$ cat config.mk
export PLATFORM = sky130hd
export DESIGN_NAME = rr_arbiter8
export DESIGN_NICKNAME = d
export VERILOG_FILES = /design/src/rtl/rr_arbiter8.sv
export SDC_FILE = /design/constraint.sdc
export NUM_CORES = 1
export LEC_CHECK = 0
export BUFFER_PORTS_ARGS = -buffer_cell sky130_fd_sc_hd__buf_4
export CORE_UTILIZATION = 40
export CTS_CLUSTER_SIZE = 16
export DETAILED_ROUTE_END_ITERATION = 12
export GPL_ROUTABILITY_DRIVEN = 0
export HOLD_SLACK_MARGIN = 0.12
export PLACE_DENSITY_LB_ADDON = 0.15
export SYNTH_ARGS = -nofsm -noshare
export SYNTH_HDL_FRONTEND = slang
export SYNTH_SLANG_ARGS = --single-unit
$ cat constraint.sdc
create_clock -name clk -period 8.9 [get_ports clk]
set_input_delay 1.335 -clock clk [delete_from_list [all_inputs] [get_ports clk]]
set_output_delay 1.335 -clock clk [all_outputs]
set_load 0.005 [all_outputs]
$ cat src/rtl/rr_arbiter8.sv
// Round-robin arbiter for eight requesters with a hold limit.
// Outputs a registered one-hot grant, its encoded index and a valid flag.
module rr_arbiter8 #(
   parameter int MAX_HOLD = 16,
   parameter int CNT_W    = 5
) (
   input  logic       clk,
   input  logic       rst_n,
   input  logic [7:0] req,
   output logic [7:0] gnt,
   output logic [2:0] gnt_idx,
   output logic       gnt_valid
);

   typedef enum logic {IDLE, BUSY} state_e;

   localparam logic [CNT_W-1:0] HOLD_LIM = CNT_W'(MAX_HOLD);
   localparam bit               LIMITED  = (MAX_HOLD != 0);

   state_e           state_q, state_d;
   logic [2:0]       ptr_q, ptr_d;
   logic [CNT_W-1:0] hold_q, hold_d;
   logic [7:0]       gnt_q, gnt_d;
   logic [2:0]       idx_q, idx_d;
   logic             valid_q, valid_d;

   logic [2:0]       win;
   logic [2:0]       j;
   logic             any_req;
   logic             release_w;

   assign any_req   = |req;
   assign release_w = !req[idx_q] ||
                      (LIMITED && (hold_q == HOLD_LIM));

   // Scan from the highest offset down so the lowest offset wins.
   always_comb begin
      win = ptr_q;
      j   = '0;
      for (int k = 7; k >= 0; k--) begin
         j = ptr_q + 3'(k);
         if (req[j]) win = j;
      end
   end

   always_ff @(posedge clk or negedge rst_n) begin
      if (!rst_n) begin
         state_q <= IDLE;
         ptr_q   <= '0;
         hold_q  <= '0;
         gnt_q   <= '0;
         idx_q   <= '0;
         valid_q <= 1'b0;
      end else begin
         state_q <= state_d;
         ptr_q   <= ptr_d;
         hold_q  <= hold_d;
         gnt_q   <= gnt_d;
         idx_q   <= idx_d;
         valid_q <= valid_d;
      end
   end

   always_comb begin
      state_d = state_q;
      unique case (state_q)
         IDLE: if (any_req)   state_d = BUSY;
         BUSY: if (release_w) state_d = IDLE;
         default:             state_d = IDLE;
      endcase
   end

   always_comb begin
      ptr_d   = ptr_q;
      hold_d  = hold_q;
      gnt_d   = gnt_q;
      idx_d   = idx_q;
      valid_d = valid_q;
      unique case (state_q)
         IDLE: begin
            if (any_req) begin
               gnt_d   = 8'b1 << win;
               idx_d   = win;
               valid_d = 1'b1;
               hold_d  = CNT_W'(1);
            end
         end
         BUSY: begin
            if (release_w) begin
               gnt_d   = '0;
               idx_d   = '0;
               valid_d = 1'b0;
               hold_d  = '0;
               ptr_d   = idx_q + 3'd1;
            end else if (hold_q != '1) begin
               // Saturates so an unlimited hold cannot wrap.
               hold_d = hold_q + 1'b1;
            end
         end
         default: begin
            gnt_d   = '0;
            idx_d   = '0;
            valid_d = 1'b0;
         end
      endcase
   end

   assign gnt       = gnt_q;
   assign gnt_idx   = idx_q;
   assign gnt_valid = valid_q;

endmodule

---- Word-level counts from Yosys, hierarchy flattened ----
Cells that the tools add are included.
operators by class
  add/sub/neg operators ................... 9
  multiply operators ...................... 0
  div/mod/pow operators ................... 0
  order comparisons ....................... 9
  eq/ne operators ......................... 5
  shifts and indexed selects .............. 1
  multiplexer cells ....................... 42
  bitwise gates (word level) .............. 1
  reduce and logical (&&, ||, !) cells .... 6
operators by type and width
  operator             count
  $lt 3x4->1 const B   9
  $mux 3               10
  $bmux 1 s3           9
  $mux 8               2
  $pmux 8 s2           1
  $mux 5               3
  $mux 1               13
  $add 3x3->3 const B  4
  $pmux 5 s2           1
  $reduce_or 8->1      1
  $shl 1x3->8 const A  1
  $add 3x1->3 const B  2
  $add 3x2->3 const B  2
  $pmux 3 s2           1
  $reduce_and 2->1     3
  $add 5x1->5 const B  1
  $eq 5x5->1 const B   1
  $ne 5x5->1 const B   1
  $pmux 1 s2           2
  $ne 3x1->1 const B   1
  $ne 2x1->1 const B   1
  $ne 2x2->1 const B   1
  $logic_not 1->1      1
  $logic_or 1x1->1     1
  $not 1->1            1
word-level totals
  flip-flop bits (word level) ............. 21
  latch bits .............................. 0
  RAM bits ................................ 0
  memory bits (read-only) ................. 0
  bits of input ports ..................... 10
  output and inout port bits .............. 12
  logic and storage cells ................. 79
  memories kept ........................... 0

---- Longest topological paths before layout ----
Gate-level depths: netlist of run 1.
  depth after elaboration ................. 14
  mapped depth ............................ 12
  mapped depth without buffers ............ 9

---- Worst setup path before layout of run 1 ----
No wires, ideal clock.
  kind .................................... input port to flip-flop
  start point ............................. input req[5]
  end point ............................... register gnt_q[7], in the netlist gnt[7]
  library setup time ...................... 95 ps
  arrival ................................. 3102 ps
  required time ........................... 8805 ps
  path slack .............................. 5703 ps
  stages on the path ...................... 7
  path buffers ............................ 0
  path through ............................ mux4_2 mux2_2 o21bai_1 a211oi_2 or3_1 a21o_1 o31ai_1
between the ends
  word-level cells in the longest chain between the ends .. 13
  elaborated cells between the ends (all ways) .. 35
  classes of those cells .................. 2 x eq/ne; 1 x shift; 28 x mux; 4 x reduce/logical
ends and longest elaborated chain
  item                          line  source
  start, declared               9     input logic [7:0] req,
  $bmux 1 s3                    42    if (req[j]) win = j;
  $mux 1 (not written as such)  42
  $mux 3 (8 in series)          42
  $shl 1x3->8                   82    gnt_d = 8'b1 << win;
  $mux 8                        81    if (any_req) begin
  $pmux 8 s2                    79    unique case (state_q)
  end signal, assigned          58    gnt_q <= gnt_d;
  end, declared                 23    logic [7:0] gnt_q, gnt_d;
Parallel ways exist; a longest one is shown, timed or not. The select of a mux whose other input is x is not followed.
A chain may end at the register's enable or synchronous reset.

---- Final worst setup path of run 1 ----
  start point ............................. register ptr_q[1]
  end point ............................... register gnt_q[4], in the netlist gnt[4]
between the ends
  word-level cells in the longest chain between the ends .. 14
  elaborated cells between the ends (all ways) .. 34
  classes of those cells .................. 7 x add/sub; 1 x shift; 26 x mux
ends and longest elaborated chain
  item                          line  source
  start, declared               21    logic [2:0] ptr_q, ptr_d;
  start signal, assigned        56    ptr_q <= ptr_d;
  $add 3x3->3                   41    j = ptr_q + 3'(k);
  $bmux 1 s3                    42
  $mux 1 (not written as such)  42
  $mux 3 (7 in series)          42
  $mux 3 *                      42
  $shl 1x3->8 *                 82
  $mux 8 *                      81
  $pmux 8 s2 *                  79
Mark *: on every way between the ends. The rest lies on a longest branch, timed or not. The select of a mux whose other input is x is not followed.

==> run metrics, run 1 <==
sequential area share after synthesis 29.77%; Unique masters post-synth 46; Final Critical Period 3.615 ns; setup_tns 0 ns; ANT cells 0; CTS buffer count 3; Final setup viols 0; FF+latch count, synth 21; CTS Sinks 21; largest fanout on the critical path 15; Setup WS pre-CTS 5.276 ns; HPWL after detailed placement 3.051 mm; WL final 3.957 mm; Mapped Area 0.001765 mm^2; unrepaired setup endpoints after global routing no; Leak 0.0008206 uW; Max Cap Viol 0; Switch Pwr 411.7 uW; vias per inst 5.980; post-CTS setup buffer count 0; Clock power frac 7.1%; Area Growth Syn to Fin 12.05%; Syn. warnings 0; FFs w/ async S/R, synth 100.0%; I/O Buffers 21; final core utilization 48.07%; worst path required time 9.05 ns; clock-pin slew on the worst setup and hold paths 0.08 ns; Seq pwr share 21.9%; period utilization 40.62%; Antenna Nets Post-Route 0; Post-DP Area 0.001933 mm^2; Die Y 68.44 um; P_int 448.6 uW; die area 0.004683 mm^2; PwrDens 434.9 mW/mm^2; post-cts sizing count 0; Fillers 385; Slew Limit Headroom 55.13%; post-synthesis cell count 176; Crit. End Element flip-flop; setup ws final 5.285 ns; nets 211; number of hold buffers added after cts 0; HP Class reg -> reg; startpoint type of the worst setup path flip-flop; number of global-route vias before repair 1,424; VDD IR max 174.7 uV; kind of critical path reg -> reg; Finished Cell Area 0.001978 mm^2; routed length per instance 16.22 um; max frequency 0.2766 GHz; Post-Syn Nets 192; Ports 22; dominant synthesized flop cell dfrtp_1; switch share 47.86%; # H-tree levels 1; Via Count 1,459; CTS tree done; post-synthesis average cell area 10.03 um^2; total power 860.3 uW; share of layout cells above drive strength 1 27.84%; Initial Util 42.90%; CP arrival 3.76 ns; Final Hold Vio Count 0; DRT Pass-1 Iters 4; outcome finished clean; Comb pwr share 71.1%; Total GRT Usage 19.41%; initial antenna violation count 0; Clock Path Buffers 2; clock root cell clkbuf_8; multi-input logic area 0.001154 mm^2; Slew Viols, Final 0; latest clock arrival within the worst-skew pair 0.25 ns; Core Rows 23; DR iter-0 viols 83; Horiz. Die Dim 68.44 um; Setup Skew 0.006969 ns; Least-Margin Pin Slew 0.6704 ns; largest net degree at the start of global routing 22; EDFF count, synth 0; core footprint 0.004115 mm^2; grt ovf 0; Post-route DRC 0; Storage cell area 525.5 um^2; first-pass GRT wire length 6.727 mm
cells by family (layout without fill, tap and decap cells):
group	Yosys count	count (layout)	share of synthesized area (%)
and+or+nand+nor	60	60	17.08
AOI/OAI and AO/OA	45	45	17.50
muxes	25	25	24.10
DFF	21	21	29.77
buffers and inverters	15	33	4.890
adders and majority gates	6	6	4.252
xor gates and xnor gates	4	4	2.410
power groups by stage:
stage               combinational (uW)  clock, uW  sequential, uW
floorplan                          526          0             154
global placement                   602          0             188
detailed placement                 609          0             191
CTS                                612       63.6             189
global route                       675       67.2             197
finish                             612       60.7             188
synthesized netlist by cell type (5+ instances only):
master    instances  area (um^2)
o21ai_0          11        55.05
nor2_1            6        22.52
o21ai_1           7        35.03
nand2b_1          5        31.28
inv_1             7        26.28
dfrtp_1          21        525.5
mux4_2           12        270.3
a21oi_1           7        35.03
mux2i_1           5        50.05
ha_1              6        75.07
mux2_2            6        67.56
nand2_1          27        101.4
state kept, by name, summed over array words and instances (netlist names):
signal	cells
gnt	8
gnt_idx	3
gnt_valid	1
hold_q	5
ptr_q	3
state_q	1
final timing paths:
kind / start / to / slack, ns / cells past startpoint
worst max-delay path: ptr_q[1]$_DFFE_PN0P_ / gnt[4]$_DFFE_PN0P_ / 5.29 / 9
worst min-delay path: gnt_valid$_DFFE_PN0P_ / gnt_valid$_DFFE_PN0P_ / 0.49 / 2
worst max register to register: ptr_q[1]$_DFFE_PN0P_ / gnt[4]$_DFFE_PN0P_ / 5.29 / 9
worst min register to register: gnt_valid$_DFFE_PN0P_ / gnt_valid$_DFFE_PN0P_ / 0.49 / 2
max in group asynchronous: rst_n / ptr_q[0]$_DFFE_PN0P_ / 7.72 / 1
min in group asynchronous: rst_n / gnt[5]$_DFFE_PN0P_ / 0.95 / 1
stage by stage:
stage | instances | hold slack (ns)
3_5_place_dp | 240 | 0.4691
5_1_grt | 244 | 0.5077
3_3_place_gp | 240 | 0.4639
6_report | 244 | 0.4888
4_1_cts | 244 | 0.4916
2_1_floorplan | 176 | 0.4597
layout by cell type (no fill, tap or decap), types with 7 or more instances in the layout:
| cell type | n |
|---|---|
| nand2_1 | 27 |
| inv_1 | 7 |
| dfrtp_1 | 21 |
| o21ai_0 | 11 |
| a21oi_1 | 7 |
| o21ai_1 | 7 |
| buf_4 | 22 |
| mux4_2 | 12 |
worst max-delay path, stage by stage, from the launching register on:
cell       delay [ns]
dfrtp_1          0.70
inv_1            0.25
ha_1             0.59
mux4_2           0.63
a21oi_1          0.18
o221a_2          0.21
o211ai_1         0.08
a2bb2oi_1        0.58
nand2b_1         0.22
o21ai_1          0.07
layout make-up:
cell class | count | area share, %
Inverter | 7 | 1.328
Timing Repair Buffer | 22 | 8.349
Tap cell | 50 | 3.163
Multi-Input combinational cell | 140 | 58.32
Clock buffer | 4 | 2.277
Sequential cell | 21 | 26.57
metal layers:
metal	part of all wire [%]	wire length [um]	up-vias	global-route usage, %
met5	0	0	-	0
met4	0.71	28	0	4.688
met3	6.2	244	2	4.167
met2	48	1911	48	31.13
met1	45	1772	707	26.49
li1	-	-	702	-
(Power assumes the default switching activity.)
==> run 2, diff against run 1 <==
==> constraint.sdc (replaced) <==
create_clock -name clk -period 3.7 [get_ports clk]
set_input_delay 0.555 -clock clk [delete_from_list [all_inputs] [get_ports clk]]
set_output_delay 0.555 -clock clk [all_outputs]
set_load 0.005 [all_outputs]
==> run 2 against run 1 <==
  * Core utilization is 0.36 points higher
  * Critical path type unchanged
  * Critical endpoint is now gnt[2]$_DFFE_PN0P_
  * Clock skew is 0.0010 ns higher
  * Via count is 1.8% higher
  * Largest cell class unchanged
  * Register-to-register slack worse by 4.6 ns
  * Die area stayed put
==> run metrics, run 2 (synthesis gave the netlist of run 1 again) <==
HP Class in -> async (was reg -> reg); # H-tree levels 1 (unchanged); core footprint 0.004115 mm^2 (unchanged); setup_tns 0 ns (unchanged); latest clock arrival within the worst-skew pair 0.26 ns (was 0.25 ns); first-pass GRT wire length 7.079 mm (was 6.727 mm); share of layout cells above drive strength 1 28.57% (was 27.84%); routed length per instance 17.35 um (was 16.22 um); Clock Path Buffers 2 (unchanged); number of global-route vias before repair 1,438 (was 1,424); switch share 48.23% (was 47.86%); CTS Sinks 21 (unchanged); DRT Pass-1 Iters 4 (unchanged); Final Critical Period 3.026 ns (was 3.615 ns); Horiz. Die Dim 68.44 um (unchanged); post-cts sizing count 0 (unchanged); die area 0.004683 mm^2 (unchanged); Switch Pwr 1019 uW (was 411.7 uW); clock root cell clkbuf_8 (unchanged); Leak 0.0008305 uW (was 0.0008206 uW); Die Y 68.44 um (unchanged); Slew Viols, Final 0 (unchanged); Via Count 1,485 (was 1,459); WL final 4.268 mm (was 3.957 mm); VDD IR max 482.0 uV (was 174.7 uV); grt ovf 0 (unchanged); largest net degree at the start of global routing 22 (unchanged); CTS tree done (unchanged); Initial Util 42.90% (unchanged); CP arrival 3.16 ns (was 3.76 ns); worst path required time 3.84 ns (was 9.05 ns); PwrDens 1060 mW/mm^2 (was 434.9 mW/mm^2); post-CTS setup buffer count 0 (unchanged); Crit. End Element flip-flop (unchanged); unrepaired setup endpoints after global routing no (unchanged); I/O Buffers 21 (unchanged); nets 213 (was 211); Antenna Nets Post-Route 0 (unchanged); most frequent cells in the layout nand2_1 (27), buf_4 (24), dfrtp_1 (21) (was nand2_1 (27), buf_4 (22), dfrtp_1 (21)); Final Hold Vio Count 0 (unchanged); kind of critical path reg -> reg (unchanged); outcome finished clean (unchanged); Max Cap Viol 0 (unchanged); Final setup viols 0 (unchanged); Clock power frac 7.2% (was 7.1%); most common cell after layout, fill and taps aside nand2_1 (unchanged); largest fanout on the critical path 10 (was 15); startpoint type of the worst setup path flip-flop (unchanged); max reg flops 8 (unchanged); P_int 1093 uW (was 448.6 uW); DR iter-0 viols 82 (was 83); minimum hold slack 0.1676 ns (was 0.4888 ns); HPWL after detailed placement 3.257 mm (was 3.051 mm); CTS buffer count 3 (unchanged); Area Growth Syn to Fin 12.90% (was 12.05%); Setup Skew 0.007971 ns (was 0.006969 ns); Post-route DRC 0 (unchanged); Comb pwr share 73.4% (was 71.1%); Ports 22 (unchanged); period utilization 81.78% (was 40.62%); Seq pwr share 19.5% (was 21.9%); Total GRT Usage 20.80% (was 19.41%); Least-Margin Pin Slew 0.6718 ns (was 0.6704 ns); vias per inst 6.037 (was 5.980); Core Rows 23 (unchanged); Slew Limit Headroom 55.21% (was 55.13%); Fillers 397 (was 385); ANT cells 0 (unchanged); max frequency 0.3305 GHz (was 0.2766 GHz); clock-pin slew on the worst setup and hold paths 0.08 ns (about the same); number of hold buffers added after cts 0 (unchanged); initial antenna violation count 0 (unchanged)
## run 2: metrics by stage
| stage | util, % | power, uW | instances | setup slack [ns] | area [um^2] |
|---|---|---|---|---|---|
| floorplan | - | 1636 | 176 | 0.7769 | 1765 |
| global placement | 47.34 | 1923 | 242 | 0.7422 | 1948 |
| detailed placement | 47.34 | 1950 | 242 | 0.6842 | 1948 |
| CTS | 48.43 | 2109 | 246 | 0.6724 | 1993 |
| global route | 48.43 | 2275 | 246 | 0.4805 | 1993 |
| finish | 48.43 | 2112 | 246 | 0.6742 | 1993 |
## run 2: metal layers
layer / vias to the layer above / global-route usage, % / share of wire [%]
li1: 704 / - / -
met1: 731 / 30.20 / 46
met5: - / 0 / 0
met4: 0 / 2.344 / 0
met3: 0 / 4.333 / 6.0
met2: 50 / 32.60 / 48
## run 2: cell type report
type | count | area (um^2) | area share (%)
multi-input combinational | 140 | 1154 | 57.88
inverter | 7 | 26.28 | 1.318
clock buffer | 4 | 45.04 | 2.260
sequential | 21 | 525.5 | 26.37
tap | 50 | 62.56 | 3.139
timing repair buffer | 24 | 180.2 | 9.040
## run 2: final timing paths
path,from,end,slack (ns),depth (start not counted)
max,ptr_q[1]$_DFFE_PN0P_,gnt[2]$_DFFE_PN0P_,0.67,9
min,rst_n,gnt[5]$_DFFE_PN0P_,0.17,1
max reg2reg,ptr_q[1]$_DFFE_PN0P_,gnt[2]$_DFFE_PN0P_,0.67,9
min reg2reg,gnt[6]$_DFFE_PN0P_,gnt[6]$_DFFE_PN0P_,0.49,2
max in group asynchronous,rst_n,gnt[4]$_DFFE_PN0P_,3.30,1
min in group clk,gnt[6]$_DFFE_PN0P_,gnt[6]$_DFFE_PN0P_,0.49,2
## run 2: worst max-delay path, stage by stage, from the launching register on
cell and delay, ns:
dfrtp_1 0.34, inv_1 0.11, ha_1 0.53, mux4_2 0.62, mux2_2 0.33, nand3b_1 0.10, nand4_1 0.15, a221oi_4 0.46
nand2b_1 0.19, o21ai_1 0.07
## run 2: power by group through the flow
stage	Sequential, uW	Clock [uW]	Combinational, uW
floorplan	371	0	1270
global placement	411	0	1510
detailed placement	412	0	1540
CTS	409	157	1540
global route	423	165	1690
finish	411	151	1550
